File: config.mk
export PLATFORM = sky130hd
export DESIGN_NAME = gray2bin_sync
export DESIGN_NICKNAME = d
export VERILOG_FILES = /design/src/rtl/fifo_gray_pkg.sv /design/src/rtl/gray2bin.sv /design/src/rtl/gray2bin_sync.sv
export SDC_FILE = /design/constraint.sdc
export NUM_CORES = 1
export LEC_CHECK = 0
export CAP_MARGIN = 15
export CORE_MARGIN = 2
export CORE_UTILIZATION = 35
export CTS_CLUSTER_SIZE = 28
export DETAILED_ROUTE_END_ITERATION = 16
export DONT_BUFFER_PORTS = 1
export GPL_TIMING_DRIVEN = 0
export HOLD_SLACK_MARGIN = 0.12
export SYNTH_ARGS = -nofsm -noshare
export SYNTH_HDL_FRONTEND = slang
export SYNTH_SLANG_ARGS = --single-unit
export TNS_END_PERCENT = 1
File: constraint.sdc
create_clock -name clk -period 2.75 [get_ports clk]
set_input_delay 0.275 -clock clk [delete_from_list [all_inputs] [get_ports clk]]
set_output_delay 0.275 -clock clk [all_outputs]
set_load 0.02 [all_outputs]
File: src/rtl/fifo_gray_pkg.sv
// Gray/binary pointer helpers shared by both ends of the async FIFO pointer crossing.
// Functions operate on a wide container; callers zero-extend narrower pointers.
package fifo_gray_pkg;

    localparam int DEF_PTR_WIDTH = 6;
    localparam int MAX_PTR_WIDTH = 32;

    typedef logic [MAX_PTR_WIDTH-1:0] ptr_t;

    // Zero-extended upper bits decode to zero, so narrower pointers decode correctly.
    function automatic ptr_t gray2bin(input ptr_t gray);
        ptr_t bin;
        bin[MAX_PTR_WIDTH-1] = gray[MAX_PTR_WIDTH-1];
        for (int i = MAX_PTR_WIDTH - 2; i >= 0; i--) begin
            bin[i] = bin[i+1] ^ gray[i];
        end
        return bin;
    endfunction

    function automatic ptr_t bin2gray(input ptr_t bin);
        return bin ^ (bin >> 1);
    endfunction

    function automatic int unsigned gray_hamming(input ptr_t a, input ptr_t b);
        return $countones(a ^ b);
    endfunction

endpackage

File: src/rtl/gray2bin.sv
// Purely combinational gray-to-binary decoder for a WIDTH-bit pointer.
module gray2bin
    import fifo_gray_pkg::*;
#(
    parameter int WIDTH = DEF_PTR_WIDTH
) (
    input  logic [WIDTH-1:0] gray,
    output logic [WIDTH-1:0] bin
);

    assign bin = WIDTH'(fifo_gray_pkg::gray2bin(ptr_t'(gray)));

endmodule

File: src/rtl/gray2bin_sync.sv
// Receive side of the gray pointer crossing: synchroniser, binary decode, pointer advance.
// Optional step checker enabled by defining GRAY_STEP_CHECK_EN.
module gray2bin_sync
    import fifo_gray_pkg::*;
#(
    parameter int WIDTH       = DEF_PTR_WIDTH,
    parameter int SYNC_STAGES = 2
) (
    input  logic             clk,
    input  logic             rst,
    input  logic [WIDTH-1:0] data_gray_async,
    output logic [WIDTH-1:0] data_gray_sync,
    output logic [WIDTH-1:0] data_bin,
    output logic [WIDTH-1:0] ptr_delta,
    output logic             bin_valid,
    output logic             step_err
);

    localparam int CNT_W = $clog2(SYNC_STAGES + 1);

    logic [WIDTH-1:0] sync_p [SYNC_STAGES];
    logic [WIDTH-1:0] bin_next;
    logic [CNT_W-1:0] fill_cnt;

    // Stage boundary: flip-flop synchroniser chain, no logic between stages
    always_ff @(posedge clk or posedge rst) begin
        if (rst) begin
            for (int k = 0; k < SYNC_STAGES; k++) begin
                sync_p[k] <= '0;
            end
        end else begin
            sync_p[0] <= data_gray_async;
            for (int k = 1; k < SYNC_STAGES; k++) begin
                sync_p[k] <= sync_p[k-1];
            end
        end
    end

    assign data_gray_sync = sync_p[SYNC_STAGES-1];

    gray2bin #(
        .WIDTH (WIDTH)
    ) u_dec (
        .gray (data_gray_sync),
        .bin  (bin_next)
    );

    // Stage boundary: fill counter, valid rises once the chain holds post-reset samples
    always_ff @(posedge clk or posedge rst) begin
        if (rst) begin
            fill_cnt  <= '0;
            bin_valid <= 1'b0;
        end else if (!bin_valid) begin
            if (fill_cnt == CNT_W'(SYNC_STAGES)) begin
                bin_valid <= 1'b1;
            end else begin
                fill_cnt <= fill_cnt + 1'b1;
            end
        end
    end

    // Stage boundary: registered decode and modular advance; the refill jump is masked
    always_ff @(posedge clk or posedge rst) begin
        if (rst) begin
            data_bin  <= '0;
            ptr_delta <= '0;
        end else begin
            data_bin  <= bin_next;
            ptr_delta <= bin_valid ? (bin_next - data_bin) : '0;
        end
    end

`ifdef GRAY_STEP_CHECK_EN
    logic [WIDTH-1:0] sync_prev_p;
    logic             step_err_r;

    always_ff @(posedge clk or posedge rst) begin
        if (rst) begin
            sync_prev_p <= '0;
            step_err_r  <= 1'b0;
        end else begin
            sync_prev_p <= data_gray_sync;
            if (bin_valid &&
                gray_hamming(ptr_t'(data_gray_sync), ptr_t'(sync_prev_p)) > 1) begin
                step_err_r <= 1'b1;
            end
        end
    end

    assign step_err = step_err_r;
`else
    assign step_err = 1'b0;
`endif

endmodule

==> impl_results.md <==
* Wire length per cell at 10.36 µm
* Slew @ Worst Pin at 0.9488 ns
* Peak supply drop at 0.3913 mV
* Die Y at 60.12 µm
* Initial core utilization at 36.40%
* Setup Crit Path Kind: reg2reg
* Synthesized flop and latch total at 27
* Via count at 599
* Post-synth EDFFs at 0
* Dpl hpwl at 1140 µm
* Max Root-Sink Buffers at 2
* Total gr overflow at 0
* Final setup fails at 0
* Leakage at 0.5800 nW
* Antenna violations before repair at 0
* Max Clock Skew at 0.002119 ns
* Top_reg_cell synth: dfrtp_1
* Vias in the first global route at 645
* FFs w/ async S/R, synth at 100.0%
* Setup TNS at 0 ns
* Routed Antenna Nets at 0
* R2R Setup Slk at 0.39 ns
* Max-slew headroom at 36.68%
* Fin. max-slew vios at 0
* Commonest cells after routing, fill and taps aside: dfrtp_1 (27), inv_1 (8), buf_4 (7), dlygate4sd3_1 (7), ha_1 (6)
* Die area at 3614 µm²
* Slowest CP cell: dfrtp_1
* CP max stage delay at 0.44 ns
* Seq pwr share at 60.1%
* Filler cells at 297
* DR DRC count at 0
* GPL Wtd Cong at 0.8163
* Logic pwr share at 22.2%
* Reg area at 675.6 µm²
* CP required at 2.99 ns
* Cell Pwr Density at 755.8 nW/µm²
* Die width at 60.12 µm
* H-tree levels at 1
* DRT Pass-1 Iters at 3
* Multi-input logic area at 336.6 µm²
* Number of max-cap violations at 0
* Post-CTS Resized at 0
* Synth cell types at 25
* Crit. End Element: flop
* Crit path top cell by count: xnor2_1
* Global-route wire length before repair at 2622 µm
* Diodes inserted at 0
* Mapped Avg Cell Area at 12.97 µm²
* IO Pins at 28
* Initial DRC count at 12
* Largest net degree at the start of global routing at 28
* Outcome: complete, no violations
* Psw at 331.2 µW
* Critical path, cell by cell: xor2_1 > xnor2_1 > xnor2_2 > xnor2_1 > ha_1 > fa_1 > nor2b_1 > o21ai_0 > nor3b_1 > nor3_1
* Hold_ws at 0.3664 ns
* Synthesized Nets at 100
* Ratio of cells with drive above 1 in the final layout at 15.63%
* Fmax at 423.8 MHz
* Period Utilization, post-route at 85.80%
* Total Power at 950.4 µW
* Cell Int Power at 619.2 µW
* CTS tree: yes
* Row cnt at 20
* Synthesis Warnings at 0
* Clock Root Buffer: clkbuf_4
* Most common cell after layout, fill and taps aside: dfrtp_1
* Num Clock Sinks at 27
* Final hold vios at 0
* RSZ-0062 raised after global routing: false
* Sw Share at 34.85%
* Synthesized area at 1102 µm²
* CP Launch Type: flop
* Top delay family on crit path: XOR/XNOR gates
* Worst EP arrival at 2.60 ns
* Hold Path Class: reg2reg
* Max FO, Critical Path at 4
* Area Growth Syn to Fin at 14.08%
* Tmin final at 2.360 ns
* Core box area at 3028 µm²
* Nets@finish at 112
* Clock power frac at 17.6%
* Global Route Usage Sum at 9.941%
* Clk slew on worst S/H paths at 0.14 ns
* Register area share after synthesis at 61.29%
* Buf+Inv Stages, Crit Path at 0
* Worst skew pair latency at 0.32 ns
* Final wirelength at 1450 µm
* Via density at 4.279
* Port bufs at 0
* Synthesized instance count at 85
* CTS Buf Count at 3
## power by group through the flow
stage | clock network [mW] | registers [mW] | logic (mW)
after detailed placement | 0 | 0.583 | 0.206
final | 0.168 | 0.572 | 0.211
after floorplan | 0 | 0.572 | 0.177
after global placement | 0 | 0.582 | 0.203
after global routing | 0.195 | 0.581 | 0.249
after CTS | 0.177 | 0.574 | 0.216
## Yosys cell counts, types with 2 or more instances
| cell type | n | share of area (%) |
|---|---|---|
| dfrtp_1 | 27 | 61 |
| buf_4 | 7 | 4.8 |
| o21ai_0 | 2 | 0.91 |
| o21a_1 | 2 | 1.4 |
| nor2b_1 | 3 | 1.7 |
| xnor2_1 | 4 | 3.2 |
| nor3_1 | 4 | 1.8 |
| ha_1 | 6 | 6.8 |
| a21oi_1 | 2 | 0.91 |
| xor2_1 | 4 | 3.2 |
| nor3b_1 | 2 | 1.4 |
| inv_1 | 8 | 2.7 |
| nor2_1 | 2 | 0.68 |
## worst reg2reg max path: cells and delay by family (launching register included)
family	cells	cell delay [ns]
compound gates	1	0.10
xor+xnor	4	0.70
fa+ha+maj	2	0.59
flops	1	0.44
simple gates	3	0.45
## final cells by class
type                    instances  share of cell area (%)
clock inverters                 1                  0.5970
plain buffers                   8                   4.478
multi-input cells              41                   26.77
flip-flops and latches         27                   53.73
inverters                       9                   2.687
repair buffers                  7                   5.572
clock buffers                   3                   1.791
well taps                      44                   4.378
## flip-flops by register name, indices dropped and copies added, names as in the netlist
register	flops
bin_valid	1
fill_cnt	2
data_gray_sync	6
data_bin	6
sync_p	6
ptr_delta	6
## routing by layer
metal / routed length [µm] / part of all wire [%] / track usage (%) / up-vias
li1: - / - / - / 282
met1: 583 / 40 / 10.15 / 285
met5: 0 / 0 / 0 / -
met3: 92 / 6.3 / 4.545 / 6
met4: 46 / 3.2 / 4.762 / 0
met2: 728 / 50 / 17.08 / 26
## cells by family after synthesis
family / count (synthesis) / synth area share (%)
other: 1 / 0.3402
XOR/XNOR: 10 / 9.308
adder cells (fa/ha/maj): 7 / 8.626
AO/OA/AOI/OAI: 9 / 5.335
AND/OR/NAND/NOR: 14 / 6.924
buffers and inverters: 17 / 8.172
flip-flops: 27 / 61.29
## repair_timing
| action | 4_1_cts | 5_1_grt |
|---|---|---|
| buffers inserted | 0 | 0 |
| endpoints found under the hold margin | 33 | 0 |
| hold buffers | 7 | 0 |
## through the flow
step | instance area, µm² | std cells | util [%] | setup slack, ns
final | 1257 | 140 | 41.53 | 0.3904
after global routing | 1257 | 140 | 41.53 | 0.1596
after CTS | 1257 | 140 | 41.53 | 0.3485
after detailed placement | 1157 | 129 | 38.22 | 0.3788
after global placement | 1157 | 129 | 38.22 | 0.4309
after floorplan | 1102 | 85 | - | 0.5695
## worst paths after layout
path / startpoint / to / depth (start not counted)
worst min-delay path: sync_p[9] / data_gray_sync[3] / 0
worst max-delay path: data_gray_sync[2] / ptr_delta[4] / 10
worst min register to register: sync_p[9] / data_gray_sync[3] / 0
max in group asynchronous: rst / data_bin[0] / 2
worst max register to register: data_gray_sync[2] / ptr_delta[4] / 10
min in group asynchronous: rst / sync_p[11] / 2
Note: power is estimated with default switching activity, not from simulation.
